$ cat src/rtl/alu_issue_ctrl.sv
// ALU issue controller: decodes ALUOp/funct, registers operands, runs alu_32, returns flags.
// Optional: OVERFLOW_TRAP_EN zeroes the result and flags resp_ill on signed add/sub overflow.

module alu_32 (
   input  logic [31:0] a,
   input  logic [31:0] b,
   input  logic [3:0]  alu_ctrl,
   output logic [31:0] res,
   output logic        zero,
   output logic        carry_out,
   output logic        overflow
);
   logic        sub;
   logic [31:0] b_eff;
   logic [32:0] sum;

   always_comb begin
      res       = '0;
      carry_out = 1'b0;
      overflow  = 1'b0;
      sub       = (alu_ctrl == 4'b0110);
      b_eff     = sub ? ~b : b;
      sum       = {1'b0, a} + {1'b0, b_eff} + {32'd0, sub};
      case (alu_ctrl)
         4'b0000: res = a & b;
         4'b0001: res = a | b;
         4'b0010,
         4'b0110: begin
            res       = sum[31:0];
            carry_out = sum[32];
            // Signed overflow: operands agree in sign, result does not.
            overflow  = (a[31] == b_eff[31]) && (sum[31] != a[31]);
         end
         4'b0111: res = {31'd0, ($signed(a) < $signed(b))};
         4'b1100: res = ~(a | b);
         default: res = '0;
      endcase
      zero = (res == 32'd0);
   end
endmodule

module alu_issue_ctrl #(
   parameter int unsigned CNT_W = 16
) (
   input  logic             clk,
   input  logic             rst_n,
   input  logic             req_valid,
   output logic             req_ready,
   input  logic [1:0]       alu_op,
   input  logic [5:0]       funct,
   input  logic [31:0]      op_a,
   input  logic [31:0]      op_b,
   output logic             resp_valid,
   input  logic             resp_ready,
   output logic [31:0]      resp_res,
   output logic             resp_zero,
   output logic             resp_cout,
   output logic             resp_ovf,
   output logic             resp_ill,
   output logic [CNT_W-1:0] op_count
);
   typedef enum logic [1:0] {IDLE, EXEC, RESP} state_t;

   state_t      state, state_nxt;
   logic [31:0] a_q, b_q;
   logic [3:0]  ctrl_q, ctrl_dec;
   logic        ill_q, ill_dec;
   logic        trap_q, trap_dec;
   logic [31:0] alu_res;
   logic        alu_zero, alu_cout, alu_ovf;
   logic        accept, resp_hs;

   assign req_ready  = (state == IDLE);
   assign resp_valid = (state == RESP);
   assign accept     = req_valid && req_ready;
   assign resp_hs    = resp_valid && resp_ready;

   always_comb begin
      ctrl_dec = 4'b0000;
      ill_dec  = 1'b0;
      trap_dec = 1'b0;
      case (alu_op)
         2'b00: begin ctrl_dec = 4'b0010; trap_dec = 1'b1; end
         2'b01: begin ctrl_dec = 4'b0110; trap_dec = 1'b1; end
         2'b11: ctrl_dec = 4'b0111;
         default: begin
            case (funct)
               6'b100000: begin ctrl_dec = 4'b0010; trap_dec = 1'b1; end
               6'b100001: ctrl_dec = 4'b0010;
               6'b100010: begin ctrl_dec = 4'b0110; trap_dec = 1'b1; end
               6'b100011: ctrl_dec = 4'b0110;
               6'b100100: ctrl_dec = 4'b0000;
               6'b100101: ctrl_dec = 4'b0001;
               6'b101010: ctrl_dec = 4'b0111;
               6'b100111: ctrl_dec = 4'b1100;
               default:   begin ctrl_dec = 4'b0000; ill_dec = 1'b1; end
            endcase
         end
      endcase
   end

   alu_32 u_alu (
      .a         (a_q),
      .b         (b_q),
      .alu_ctrl  (ctrl_q),
      .res       (alu_res),
      .zero      (alu_zero),
      .carry_out (alu_cout),
      .overflow  (alu_ovf)
   );

   always_comb begin
      state_nxt = state;
      case (state)
         IDLE:    if (accept) state_nxt = EXEC;
         EXEC:    state_nxt = RESP;
         RESP:    if (resp_hs) state_nxt = IDLE;
         default: state_nxt = IDLE;
      endcase
   end

   always_ff @(posedge clk or negedge rst_n) begin
      if (!rst_n) begin
         state    <= IDLE;
         a_q      <= '0;
         b_q      <= '0;
         ctrl_q   <= '0;
         ill_q    <= 1'b0;
         trap_q   <= 1'b0;
         resp_res <= '0;
         resp_zero <= 1'b0;
         resp_cout <= 1'b0;
         resp_ovf <= 1'b0;
         resp_ill <= 1'b0;
         op_count <= '0;
      end else begin
         state <= state_nxt;
         if (accept) begin
            a_q    <= op_a;
            b_q    <= op_b;
            ctrl_q <= ctrl_dec;
            ill_q  <= ill_dec;
            trap_q <= trap_dec;
         end
         if (state == EXEC) begin
            resp_cout <= alu_cout;
            resp_ovf  <= alu_ovf;
`ifdef OVERFLOW_TRAP_EN
            if (trap_q && alu_ovf) begin
               resp_res  <= '0;
               resp_zero <= 1'b0;
               resp_ill  <= 1'b1;
            end else begin
               resp_res  <= alu_res;
               resp_zero <= alu_zero;
               resp_ill  <= ill_q;
            end
`else
            resp_res  <= alu_res;
            resp_zero <= alu_zero;
            resp_ill  <= ill_q;
`endif
         end
         if (resp_hs) op_count <= op_count + 1'b1;
      end
   end
endmodule

$ cat config.mk
export PLATFORM = sky130hd
export DESIGN_NAME = alu_issue_ctrl
export DESIGN_NICKNAME = d
export VERILOG_FILES = /design/src/rtl/alu_issue_ctrl.sv
export SDC_FILE = /design/constraint.sdc
export NUM_CORES = 1
export LEC_CHECK = 0
export CORE_ASPECT_RATIO = 0.5
export CORE_MARGIN = 3
export CORE_UTILIZATION = 55
export CTS_CLUSTER_SIZE = 20
export DETAILED_ROUTE_END_ITERATION = 12
export HOLD_SLACK_MARGIN = 0.05
export PLACE_DENSITY = 0.8
export REMOVE_ABC_BUFFERS = 1
export SLEW_MARGIN = 20
export SYNTH_ARGS = -nofsm -noshare
export SYNTH_HDL_FRONTEND = slang
export SYNTH_SLANG_ARGS = --single-unit
$ cat constraint.sdc
create_clock -name clk -period 8.38 [get_ports clk]
set_input_delay 1.676 -clock clk [delete_from_list [all_inputs] [get_ports clk]]
set_output_delay 1.676 -clock clk [all_outputs]
set_load 0.05 [all_outputs]
* Word level (Yosys, flattened, before mapping) *
Cells that the tools add are included.

word-level totals
  register bits after elaboration = 123
  bits of input ports = 76
  output and inout bits = 54
  logic and storage cells = 64

cells by class
  add/sub/neg operators = 3
  $lt $le $gt $ge = 1
  equal/unequal tests = 21
  multiplexer cells = 11
  bitwise gates (word level) = 4
  reductions and logical operators = 13

operator list
  cell                     number
  $pmux W32 S5             1
  $not A32 Y32             2
  $eq A6 B6 Y1 const B     8
  $add A32 B32 Y33         1
  $add A33 B1 Y33          1
  $and A32 B32 Y32         1
  $logic_not A32 Y1        1
  $lt A32 B32 Y1           1
  $mux W32                 1
  $or A32 B32 Y32          1
  $pmux W4 S5              1
  $add A16 B1 Y16 const B  1
  $pmux W4 S3              1
  $eq A4 B3 Y1 const B     2
  $reduce_or A8 Y1         1
  $pmux W2 S3              1
  $reduce_or A2 Y1         3
  $eq A2 B1 Y1 const B     2
  $eq A2 B2 Y1 const B     2
  $eq A4 B1 Y1 const B     1
  $eq A4 B2 Y1 const B     1
  $eq A4 B4 Y1 const B     1
  $logic_not A2 Y1         2
  $logic_not A4 Y1         1
  other kinds (8)          15

* Longest topological paths before layout *
  word-level depth = 7
  depth in mapped cells = 18
  depth with buffers taken out = 15

* Cells and area by module *
A second synthesis with hierarchy kept.

unflattened totals
  cell total of the unflattened synthesis = 1111
  area total of the unflattened synthesis = 9594.2 sq um

by module, submodules not included
  module          instances  cells each  area each (sq um)  sequential area each (sq um)
  alu_issue_ctrl  1          445         4818.4             3078.0
  alu_32          1          666         4775.8             0.0

* Least setup slack after synthesis *
No wires, ideal clock.

  kind = flip-flop to flip-flop
  start point = register ctrl_q[2]
  end point = register resp_zero
  library setup time = 103 ps
  data arrival time = 3915 ps
  path slack = 4362 ps
  cell stages (with the launch flop) = 19
  buffers on the path = 4
  cells stage by stage = dfrtp_1 buf_2 nand4bb_2 buf_6 clkbuf_1 xnor2_1 ha_1 buf_2 a21oi_2 nor3_1 or3_4 nor4b_2 nor2_1 a311o_1 xor2_1 a211o_1 nor4_2 nand4_1 o41ai_2

on the way
  word-level cells in the longest chain between the ends = 6
  elaborated cells between the ends (all ways) = 12
  those cells by class = add/sub: 2; eq/ne: 5; mux: 2; reduce/logical: 3

ends and longest elaborated chain
  what                      line    RTL
  start: declaration        66      logic [3:0] ctrl_q, ctrl_dec;
  start signal: assignment  141     ctrl_q <= ctrl_dec;
  $eq A4 B3 Y1              21, 24
  $mux W32                  22      b_eff = sub ? ~b : b;
  $add A32 B32 Y33          23      sum = {1'b0, a} + {1'b0, b_eff} + {32'd0, sub};
  $add A33 B1 Y33           23
  $pmux W32 S5 (*)          24      case (alu_ctrl)
  $logic_not A32 Y1 (*)     38      zero = (res == 32'd0);
  end signal: assignment    160     resp_zero <= alu_zero;
  end: declaration          56      output logic resp_zero,

Every way passes the cells marked *; elsewhere a longest branch is shown, timed or not.
A chain may end at the register's enable or synchronous reset.

* Worst setup path in the final report *
  start point = register ctrl_q[0]
  end point = register resp_zero

Same word-level chain as after synthesis.

==> results.ini <==
[synthesis]
ys_seq_area_frac = 0.324
synth_area_um2 = 9490
async_reset_ff_frac = 1.00
synth-seq-cells = 123
synth.largest_area_cell = dfrtp_1
synth_top_area_share = 0.324
syn_inst = 1101
yosysWarnings = 0
synth_cell_type_count = 76
synth.avg_cell_area_um2 = 8.62
synth-edff-count = 0
yosys-top-cells-area = dfrtp_1 32%, ha_1 18%, o21ai_0 6.0%
synth-main-ff-cell = dfrtp_1

[clock_tree]
cts_made_buffers = 17
cts_sinks = 123
cts.path.max_buffers = 2
clk_pin_slew_worst_paths_ps = 60
cts_resized = 0
post_cts_buffers = 0
htreeDepth = 4
clk_latency_ps = 430
cts-hold-fix-buffers = 0
cts_root_buf = clkbuf_16
cts_tree = done

[route]
vias = 8498
drc = 0
viasPerCell = 5.87
dr.pass1.iters = 8
avgRoutedWirePerCell_um = 19.1
wl_mm = 27.7
ant_nets = 0
drt_iter0_markers = 643

[placed_design]
gp_congestion = 0.978
dpl_cell_area_um2 = 10900
portBuffers = 129
dpl.hpwl_mm = 20.0

[critical_path]
reg2reg_depth = 16
path_class = flip-flop to flip-flop
worst_r2r_endpoint = resp_zero
reg2reg_slack_ps = 2710
r2r-start = ctrl_q[0]
cp_max_fo = 33
start_kind = flip-flop
critPathRequiredTime_ps = 8700
end_kind = flip-flop
worst_ep_arrival_time_ps = 5990

[grt]
grt_first_pass_wirelength_mm = 45.5
grt_pass1_vias = 8609
grt_max_degree = 132
grt_usage = 0.301
grt-ovfl-total = 0
antenna_found_initial = 0

[flow_run]
maxCapViolations = 0

[hold_path]
worstHoldStart = resp_res[7]
min_path_type = flip-flop to flip-flop
min_to = resp_res[7]
min_path_cells = 2

[timing]
slew_violations = 0
rsz0062_at_grt = no
maxSlewHeadroom = 0.345
worst_slew_pin_slew_ps = 982
period_needed_ps = 5670
setup_tns_ps = 0
fin_crit_sh = 0.676
max_freq_mhz = 176
skew_ps = 8.80
setup_viol = 0
hold_viol = 0

[floorplan]
core_area_um2 = 16600
die_w_um = 192
die_h_um = 98.9
fp.dieArea_um2 = 19000
num_rows = 33
start_util = 0.570
num_io_pins = 130

[final_layout]
diodes = 0
area_delta_synth_final_pct = 22.3
stdcell_area_um2 = 11600
drive_gt1_frac = 0.0590
nets = 1417
utilization = 0.697

[outcome]
status = finished, final reports clean

## worst max-delay path, cell delays in order, from the launching register on
cell       delay, ps
dfrtp_1          360
buf_4            270
nand4bb_2        940
xnor2_1          520
inv_1            100
fa_1             450
nor2b_1          220
o2111ai_1        230
a21oi_1          350
nor2_1           110
xnor2_1          150
a2111o_1         420
nor4_1           550
nand4_1          180
nor4_2           260
nand4_1          140
o41ai_2          290
## cells by family after synthesis
| family | count (synthesis) | share of synthesized area |
|---|---|---|
| xor+xnor | 66 | 0.0609 |
| mux | 6 | 0.00685 |
| buf+inv | 139 | 0.0575 |
| flops | 123 | 0.324 |
| simple gates | 314 | 0.158 |
| compound gates | 319 | 0.215 |
| fa+ha+maj | 134 | 0.177 |
## placed cells by master (no fill, tap or decap), drive strengths merged, types with 8 or more instances in the layout
| cell | count |
|---|---|
| a31oi | 10 |
| xor2 | 11 |
| a22oi | 34 |
| buf | 13 |
| nor3 | 18 |
| ha | 133 |
| o22a | 8 |
| a21oi | 54 |
| inv | 86 |
| nand4 | 15 |
| xnor2 | 55 |
| nor4 | 11 |
| nand2 | 148 |
| dfrtp | 123 |
| o21bai | 9 |
| nor2b | 11 |
| clkdlybuf4s50 | 128 |
| nor2 | 46 |
| and3 | 10 |
| o22ai | 18 |
| nand3 | 15 |
| o21ai | 116 |
| a21o | 9 |
| nand2b | 12 |
| clkbuf | 19 |
## sequential cells by signal, indices dropped and copies added (netlist names)
signal	count
ctrl_q	4
resp_ill	1
op_count	16
resp_cout	1
state	2
resp_ovf	1
ill_q	1
resp_res	32
a_q	32
resp_zero	1
b_q	32
## how the worst max path moves through the flow
stage	from	to	cells past startpoint
floorplan	ctrl_q[0]	resp_zero	15
global placement	ctrl_q[0]	resp_zero	16
detailed placement	ctrl_q[0]	resp_zero	16
CTS	ctrl_q[0]	resp_zero	16
global route	ctrl_q[0]	resp_zero	16
finish	ctrl_q[0]	resp_zero	16
## synthesized netlist by cell type, types with 3 or more instances
cell type,instances
a211o_1,5
a211oi_1,5
a21o_1,9
a21oi_1,51
a21oi_2,3
a221o_1,3
a22oi_1,34
a31oi_1,10
and2_1,3
and3_1,10
buf_1,5
buf_2,10
clkbuf_1,37
dfrtp_1,123
ha_1,133
inv_1,84
mux2_2,4
nand2_1,148
nand2b_1,12
nand3_1,15
nand3b_1,3
nand4_1,15
nand4b_1,3
nor2_1,45
nor2b_1,11
nor3_1,18
nor4_1,10
o211ai_1,7
o21a_1,4
o21ai_0,114
o21bai_1,9
o221ai_1,3
o22a_1,8
o22ai_1,18
o31ai_1,5
o32ai_1,5
o41ai_2,3
or2_2,3
or4_1,3
xnor2_1,55
xor2_1,11
## metal layers
metal / part of all wire / GRT usage / vias to the layer above
li1: - / - / 4087
met1: 0.48 / 0.435 / 4073
met2: 0.43 / 0.460 / 298
met3: 0.078 / 0.0757 / 40
met4: 0.012 / 0.0620 / 0
met5: 0 / 0 / -
## layout make-up
class                      instances  area, um^2
clock buffer                      19         453
clock inverter                    13         190
fill                            1332        5040
inverter                          85         320
multi-input combinational        839        5880
sequential                       123        3080
tap                              227         284
timing repair buffer             141        1400
## metrics by stage
stage | setup WS [ps] | hold WS, ps | std cells
final | 2710 | 477 | 1447
after global routing | 2440 | 506 | 1447
after CTS | 2830 | 483 | 1446
after detailed placement | 2910 | 468 | 1414
after global placement | 3130 | 452 | 1414
after floorplan | 3430 | 439 | 1047
Power is left out: the tool's default activity adds up to more than one toggle a clock period on the data nets, which glitch-free logic cannot reach.
